File: config.mk
export PLATFORM = sky130hd
export DESIGN_NAME = r16_tf_rom_reader
export DESIGN_NICKNAME = d
export VERILOG_FILES = /design/src/rtl/r16_tf_rom_reader.sv
export SDC_FILE = /design/constraint.sdc
export NUM_CORES = 1
export LEC_CHECK = 0
export CORE_ASPECT_RATIO = 0.7
export CORE_UTILIZATION = 45
export DETAILED_ROUTE_END_ITERATION = 8
export MAX_ROUTING_LAYER = met4
export PLACE_DENSITY_LB_ADDON = 0.12
export REMOVE_ABC_BUFFERS = 1
export SLEW_MARGIN = 20
export SYNTH_ARGS = -nofsm -noshare
export SYNTH_HDL_FRONTEND = slang
export SYNTH_SLANG_ARGS = --single-unit
export TNS_END_PERCENT = 100
File: constraint.sdc
create_clock -name clk -period 1.7 [get_ports clk]
set_clock_uncertainty 0.15 [all_clocks]
set_input_delay 0.17 -clock clk [delete_from_list [all_inputs] [get_ports clk]]
set_output_delay 0.17 -clock clk [all_outputs]
set_load 0.02 [all_outputs]
File: src/rtl/r16_tf_rom_reader.sv
// r16_tf_rom_reader: radix-16 twiddle ROM read sequencer; define R16_TF_RD_CNT_EN to add the rd_cnt read counter
module r16_tf_rom_reader #(
  parameter int ADDR_WIDTH = 8,
  parameter int STAGE_NUM  = 2,
  parameter int ROM_LAT    = 2
) (
  input  logic                  clk,
  input  logic                  rst,
  input  logic                  start,
  input  logic                  hold,
  output logic                  rom_en,
  output logic [ADDR_WIDTH-1:0] rom_addr,
  output logic [1:0]            stage_idx,
  output logic                  data_vld,
  output logic                  busy,
`ifdef R16_TF_RD_CNT_EN
  output logic                  done,
  output logic [15:0]           rd_cnt
`else
  output logic                  done
`endif
);
  typedef enum logic [1:0] {IDLE, RUN, DRAIN, DONE} state_t;
  state_t state_q, state_d;
  logic [ADDR_WIDTH-1:0] g_q, g_d, addr_q;
  logic [1:0] s_q, s_d, stg_q;
  logic [2:0] dr_q;
  logic [ROM_LAT-1:0] vld_q;
  logic accept, last_rd;
  assign accept  = state_q == IDLE && start;
  assign last_rd = rom_en && &g_q && s_q == 2'(STAGE_NUM - 1);
  always_ff @(posedge clk) begin
    if (rst) state_q <= IDLE;
    else state_q <= state_d;
  end
  always_comb begin
    state_d = state_q == IDLE  ? (start ? RUN : IDLE) :
              state_q == RUN   ? (last_rd ? DRAIN : RUN) :
              state_q == DRAIN ? (dr_q == 3'(ROM_LAT - 1) ? DONE : DRAIN) : IDLE;
  end
  always_comb begin
    rom_en    = state_q == RUN && !hold;
    busy      = state_q != IDLE;
    done      = state_q == DONE;
    rom_addr  = rom_en ? g_q << {s_q, 2'b00} : addr_q;
    stage_idx = rom_en ? s_q : stg_q;
    data_vld  = vld_q[ROM_LAT-1];
  end
  always_comb begin
    g_d = accept ? '0 : rom_en ? g_q + 1'b1 : g_q;
    s_d = accept ? 2'd0 : (rom_en && &g_q) ? s_q + 2'd1 : s_q;
  end
  always_ff @(posedge clk) begin
    if (rst) begin
      g_q    <= '0;
      s_q    <= '0;
      addr_q <= '0;
      stg_q  <= '0;
      dr_q   <= '0;
      vld_q  <= '0;
    end else begin
      g_q    <= g_d;
      s_q    <= s_d;
      addr_q <= rom_addr;
      stg_q  <= stage_idx;
      dr_q   <= state_q == DRAIN ? dr_q + 3'd1 : 3'd0;
      vld_q  <= ROM_LAT'({vld_q, rom_en});
    end
  end
`ifdef R16_TF_RD_CNT_EN
  logic [15:0] rd_cnt_q, rd_cnt_d;
  assign rd_cnt_d = accept ? 16'd0 : (rom_en && rd_cnt_q != 16'hFFFF) ? rd_cnt_q + 16'd1 : rd_cnt_q;
  always_ff @(posedge clk) begin
    if (rst) rd_cnt_q <= '0;
    else rd_cnt_q <= rd_cnt_d;
  end
  assign rd_cnt = rd_cnt_q;
`endif
endmodule

==> results of run 1 <==
-- stage by stage --
stage | power [mW] | instances | setup slack [ns]
final | 1.135 | 221 | -0.1842
after global routing | 1.189 | 221 | -0.2370
after CTS | 1.138 | 220 | -0.1749
after detailed placement | 0.7570 | 212 | -0.7222
after global placement | 0.7550 | 212 | -0.6666
after floorplan | 0.7014 | 136 | -0.08087
-- layer usage --
layer / vias to the layer above / global-route usage (%) / part of all wire, % / routed length, um
met5: - / - / 0 / 0
met4: 0 / 5.333 / 1.4 / 45
met3: 7 / 6.000 / 3.6 / 113
met2: 22 / 37.47 / 50 / 1561
met1: 546 / 28.12 / 45 / 1393
li1: 588 / - / - / -
-- layout by cell type, fill, tap and decap left out, drive strengths merged, types with 2 or more instances in the layout --
cell type and instances:
o21ai 4, clkdlybuf4s50 3, mux2 6, xnor2 2
clkbuf 3, nand3 10, nor2b 4, and3 2
dfxtp 27, nand4 2, nand2 23, a32o 2
ha 4, inv 7, o31ai 3, a21oi 16
nor2 7, or4 3, or3 4, buf 41
-- cells by family (layout without fill, tap and decap cells) --
family                     after synthesis  count (layout)  share of synthesized area [%]
and+or+nand+nor                         61              61                          24.92
AOI/OAI and AO/OA                       29              29                          14.08
DFF                                     27              27                          43.77
buffers and inverters                   14              58                          5.673
muxes                                    6               6                          6.079
adders and majority gates                4               4                          4.053
xor gates and xnor gates                 2               2                          1.419
-- cell type report --
cell class | count | area, um^2
clock buffers | 3 | 41.29
clock inverters | 1 | 5.005
fillers | 193 | 748.2
inverters | 7 | 28.78
multi-input cells | 102 | 710.7
flip-flops and latches | 27 | 544.3
well taps | 34 | 42.54
repair buffers | 46 | 405.4
repair inverters | 1 | 7.507
-- cell usage after synthesis (all sizes together) (2+ instances only) --
| cell | n |
|---|---|
| dfxtp | 27 |
| nand2 | 23 |
| a21oi | 16 |
| nand3 | 10 |
| inv | 7 |
| nor2 | 7 |
| mux2 | 6 |
| buf | 4 |
| ha | 4 |
| nor2b | 4 |
| o21ai | 4 |
| or3 | 4 |
| clkbuf | 3 |
| o31ai | 3 |
| or4 | 3 |
| a32o | 2 |
| and3 | 2 |
| nand4 | 2 |
| xnor2 | 2 |
-- where the power goes --
group          switching [mW]  internal [mW]  leakage, nW
clock network           0.200          0.165       0.0255
registers             0.00293          0.639        0.219
logic                  0.0658         0.0624        0.495
total                   0.269          0.866        0.740
-- worst register-to-register path, delay by kind of cell (launching register included) --
family	cells	cell delay (ns)
buf+inv	2	0.28
flops	1	0.33
simple gates	2	0.78
compound gates	1	0.11
-- state kept, by name (all words and copies together), names as in the netlist --
signal / cells
stg_q: 2
s_q: 2
dr_q: 3
vld_q: 2
state_q: 2
g_q: 8
addr_q: 8
-- worst min-delay path by stage --
stage	from	end	cells after the start	slack (ns)
final	hold	s_q[1]	5	0.25
after global routing	hold	s_q[1]	5	0.27
after CTS	vld_q[0]	vld_q[1]	1	0.32
after detailed placement	dr_q[0]	dr_q[0]	1	0.30
after global placement	vld_q[0]	vld_q[1]	1	0.28
after floorplan	rst	addr_q[0]	1	0.09
-- repair_timing --
action,CTS,global route
setup buffers,2,2
hold endpoints to repair,0,0
cloned,2,0
resized for setup,79,23
pin swaps,2,9
endpoints found under the setup margin,18,18
hold buffers,0,0
==> summary.txt, run 1 <==
Job
  • Max-capacitance violation count: 0

Finish
  • Share of layout cells above drive strength 1: around two fifths
  • ANT cells: 0
  • Final instance area: 0.001785 mm^2
  • Nets: a little under 200
  • Final core utilization: between 70 and 80%
  • Synth-to-Final Area Change: 44.58%

Yosys
  • Post-synth top area share: 43.77%
  • Synthesis-stage register bit count: 27
  • Post-synth ARST share: 0%
  • YS warnings: 0
  • Main area contributors after synthesis: dfxtp_1 (44%), nand2_1 (7.0%), a21oi_1 (6.5%)
  • Area leader, netlist: dfxtp_1
  • Post-synthesis sequential area ratio: around 44%
  • Mapped Cells: 143
  • Syn_area_per_cell: roughly 8.6 um^2
  • Post-synth top flop: dfxtp_1
  • Post-Syn Area: about 0.0012 mm^2
  • Unique masters post-synth: 32
  • EDFF count, synth: 0

Placed design
  • Port Buffer Count: 17
  • DP Wirelength: 2217 um
  • RD Place Congestion: 0.8057
  • Cell Area, Placed: roughly 0.0016 mm^2

Global route
  • Total GRT Usage: 22.70%
  • Grt ovf: 0
  • Vias in the first global route: approximately 1100
  • Antenna violations before repair: 0
  • Largest net degree at the start of global routing: 16
  • First-pass GRT wire length: between 4000 and 5000 um

Floorplanning
  • DIE AREA: 0.002961 mm^2
  • Core Area: ~0.0025 mm^2
  • Initial Utilization: 48.74%
  • Die X: 64.62 um
  • Row cnt: 15
  • Chip height: around 46 um
  • IO Count: 18

Timing
  • Final setup viols: 12
  • Max transition margin: roughly 77%
  • Fin worst setup slack: -0.1842 ns
  • Hold_ws: 0.2467 ns
  • Fin crit share: 110.8%
  • Post-route setup TNS: -1.527 ns
  • Fmax: 0.5307 GHz
  • RSZ-0062 raised after global routing: true
  • Final min period: 1.884 ns
  • Final Max Slew Viols: 0
  • Worst slew pin tran: 0.3348 ns
  • Final hold vios: 0

Clock tree
  • Clk Latency, worst-skew pair: roughly 0.28 ns
  • Root Buffer: clkbuf_8
  • Clk buf depth: 2
  • Clock sink total: 27
  • CTS tree: yes
  • Cts bufs inserted: 3
  • CTS HTree Levels: 1
  • CTS clock-pin slew for the worst setup and hold paths: 0.09 ns

Worst setup path
  • Top delay family on crit path: simple AND/OR/NAND/NOR gates
  • Cell mode on critical path: buf_6
  • Crit path depth: 5
  • CP Capture Type: output port
  • Required @ worst endpoint: 1.38 ns
  • Critical Path AT: 1.56 ns
  • Reg2reg start: state_q[0]
  • Worst setup path end: rom_addr[6]
  • Worst path buffer plus inverter count: 2
  • Highest-delay cell along the critical path: or3b_4
  • R2r setup slk: 0 ns
  • Largest stage delay, worst path: between 0.4 and 0.5 ns
  • Kind of critical path: reg2out
  • Setup crit start kind: flop
  • Worst setup path startpoint: state_q[0]
  • Reg2reg end: g_q[2]
  • Crit path cell chain: or3b_4 -> buf_6 -> nand2_1 -> nand2_2 -> buf_6
  • R2R depth: 5
  • Max FO, Critical Path: 6

Power
  • Pwr Density: 635.6 mW/mm^2
  • Leak Pwr: between 0.7 and 0.8 nW
  • Worst VDD drop: slightly above 0.0004 V

Drt
  • First-pass DRT Iterations: 4
  • DRC: 0
  • Antenna-violating nets left: 0
  • Initial drt markers: 25
  • DR vias/cell: 5.262
  • Total routed wirelength: between 3000 and 4000 um
  • Via count: roughly 1200
  • Drt wl/cell: about 14 um

Status
  • Status: finished, violations left
  • Failing checks: setup timing

Hold path
  • HP Class: in2reg
No activity file was read; power rests on OpenSTA's default activity.
==> run 2, diff against run 1 <==
Settings changed: CTS_CLUSTER_DIAMETER set to 150, TNS_END_PERCENT 100 to not set.
==> results of run 2 <==
Same layout as run 1: the final DEF is identical, and so are final timing and power.
==> run 3, diff against run 2 <==
Settings changed: GPL_ROUTABILITY_DRIVEN set to 0.
Clock period 1.7 ns to 1.8 ns, I/O delays scaled along.
==> run 3 against run 2 <==
Net effect:
- the run still ends with setup timing left
- power is 5.0% lower
- design area is 3.6% higher
- sequential power is 5.5% lower
- count of clock-buffer cells in the layout is 1 higher
- first-iteration DRC count is 40% higher
- setup slack better by 0.095 ns
- final cell count is 0.45% higher
- non-clock buffer count is 1 higher
- critical endpoint is now rom_en
==> summary.txt, run 3 (same netlist as run 1, synthesis figures left out) <==
Global route
  • Grt ovf: 0
  • Antenna violations before repair: 0
  • Total GRT Usage: between 20% and 30%
  • Largest net degree at the start of global routing: 15
  • Vias in the first global route: between 1000 and 1500
  • First-pass GRT wire length: 4719 um

Timing
  • Fin crit share: 105.0%
  • Fmax: approximately 0.53 GHz
  • Fin worst setup slack: -0.08922 ns
  • RSZ-0062 raised after global routing: true
  • Max transition margin: 69.43%
  • Worst slew pin tran: 0.4569 ns
  • Final min period: 1.889 ns
  • Final Max Slew Viols: 0
  • Post-route setup TNS: -0.6439 ns
  • Final hold vios: 0
  • Final setup viols: 11

Floorplanning
  • Chip height: about 46 um
  • DIE AREA: just under 0.003 mm^2
  • Initial Utilization: about 49%
  • IO Count: 18
  • Row cnt: 15
  • Die X: ~65 um
  • Core Area: between 0.002 and 0.003 mm^2

Hold path
  • Worst Hold Path Cells: 1
  • HP Class: reg2reg

Finish
  • Fill count: approximately 190
  • Synth-to-Final Area Change: 49.75%
  • Commonest non-fill, non-tap cell in the layout: buf_4
  • Multi-input gate area: roughly 770 um^2
  • Share of layout cells above drive strength 1: 44.68%
  • Top Registers: addr_q x8, g_q x8, dr_q x3
  • Nets: between 150 and 200
  • ANT cells: 0
  • FF+latch area: between 500 and 600 um^2
  • Commonest cells after routing, fill and taps aside: buf_4 (27), dfxtp_1 (25), a21oi_1 (14)

Drt
  • DRC: 0
  • DR vias/cell: 5.320
  • Drt wl/cell: around 14 um
  • Initial drt markers: 35
  • Antenna-violating nets left: 0
  • First-pass DRT Iterations: 4
  • Via count: roughly 1200
  • Total routed wirelength: approximately 3200 um

Clock tree
  • Root Buffer: clkbuf_8
  • Cts bufs inserted: 3
  • Clock sink total: 27
  • CTS HTree Levels: 1
  • CTS clock-pin slew for the worst setup and hold paths: 0.09 ns
  • Clk buf depth: 2
  • Hold buffer count at cts: 0
  • Clk Latency, worst-skew pair: 0.27 ns
  • CTS tree: yes

Placed design
  • Port Buffer Count: 17
  • DP Wirelength: around 2100 um
  • Place WS: -0.6232 ns

Power
  • Worst VDD drop: approximately 0.00054 V
  • Internal: approximately 800 uW
  • Sequential power share: roughly 56%
  • Gate power share: between 10% and 20%
  • Leak Pwr: approximately 0.75 nW
  • Pwr Total: roughly 1.1 mW
  • Sw frac: 23.60%
  • Psw: about 250 uW
  • Pwr Density: between 500 and 600 mW/mm^2
  • Clock Power Share: a little under a third

Worst setup path
  • Critical Path AT: 1.56 ns
  • Setup crit start kind: flop
  • Kind of critical path: reg2out
  • Max FO, Critical Path: 6
  • Required @ worst endpoint: 1.47 ns
  • R2R depth: 5
  • CP Capture Type: output port

Status
  • Failing checks: setup timing
  • Status: finished, violations left

Job
  • Max-capacitance violation count: 0
run 3: changes by cell type in the layout (fill, tap and decap cells not counted), sizes merged:
cell | before | now
clkbuf | 3 | 4
dlygate4sd2 | 1 | 2
dlymetal6s2s | 1 | 0
buf | 41 | 42
clkinv | 1 | 0
run 3: what timing repair did:
item                       in CTS  in global routing
setup buffers                   4                  3
setup endpoints to repair      13                 18
resized for setup              81                 34
hold endpoints to repair        0                  0
cloned                          2                  0
pin swaps                       7                  8
run 3: final timing paths:
| path | start | to | slack (ns) |
|---|---|---|---|
| worst max-delay path | state_q[0] | rom_en | -0.09 |
| worst min-delay path | vld_q[0] | vld_q[1] | 0.31 |
| worst max register to register | state_q[0] | g_q[2] | 0.05 |
| worst min register to register | vld_q[0] | vld_q[1] | 0.31 |
run 3: power by group through the flow:
stage	clock (mW)	sequential, mW	combinational, mW
final	0.339	0.607	0.132
after global routing	0.378	0.607	0.138
after CTS	0.359	0.607	0.111
after detailed placement	0	0.620	0.0918
after global placement	0	0.619	0.0896
after floorplan	0	0.622	0.0402
run 3: area by class of cell:
class                           instances  share of cell area (%)
Tap cell                               34                   2.300
Multi-Input combinational cell        102                   41.41
Timing Repair Buffer                   47                   22.53
Sequential cell                        27                   29.36
Inverter                                7                   1.556
Clock buffer                            4                   2.436
Timing Repair inverter                  1                  0.4060
run 3: stage by stage:
| stage | hold WS, ns | area (um^2) | cells | util, % |
|---|---|---|---|---|
| global route | 0.3231 | 1849 | 222 | 72.99 |
| floorplan | 0.09907 | 1191 | 136 | - |
| detailed placement | 0.2998 | 1569 | 209 | 61.93 |
| global placement | 0.2764 | 1569 | 209 | 61.93 |
| finish | 0.3116 | 1849 | 222 | 72.99 |
| CTS | 0.3153 | 1709 | 219 | 67.46 |
run 3: worst max-delay path, stage by stage, from the launching register on:
cell        delay, ns
dfxtp_2          0.34
or3b_4           0.46
clkinvlp_4       0.17
buf_4            0.12
buf_4            0.09
buf_6            0.10
run 3: routing by layer:
layer,vias up,share of wire (%),GRT usage (%)
met4,0,0.78,6.667
met2,33,49,38.53
met3,4,5.1,5.250
li1,591,-,-
met1,553,46,26.17
met5,-,0,-
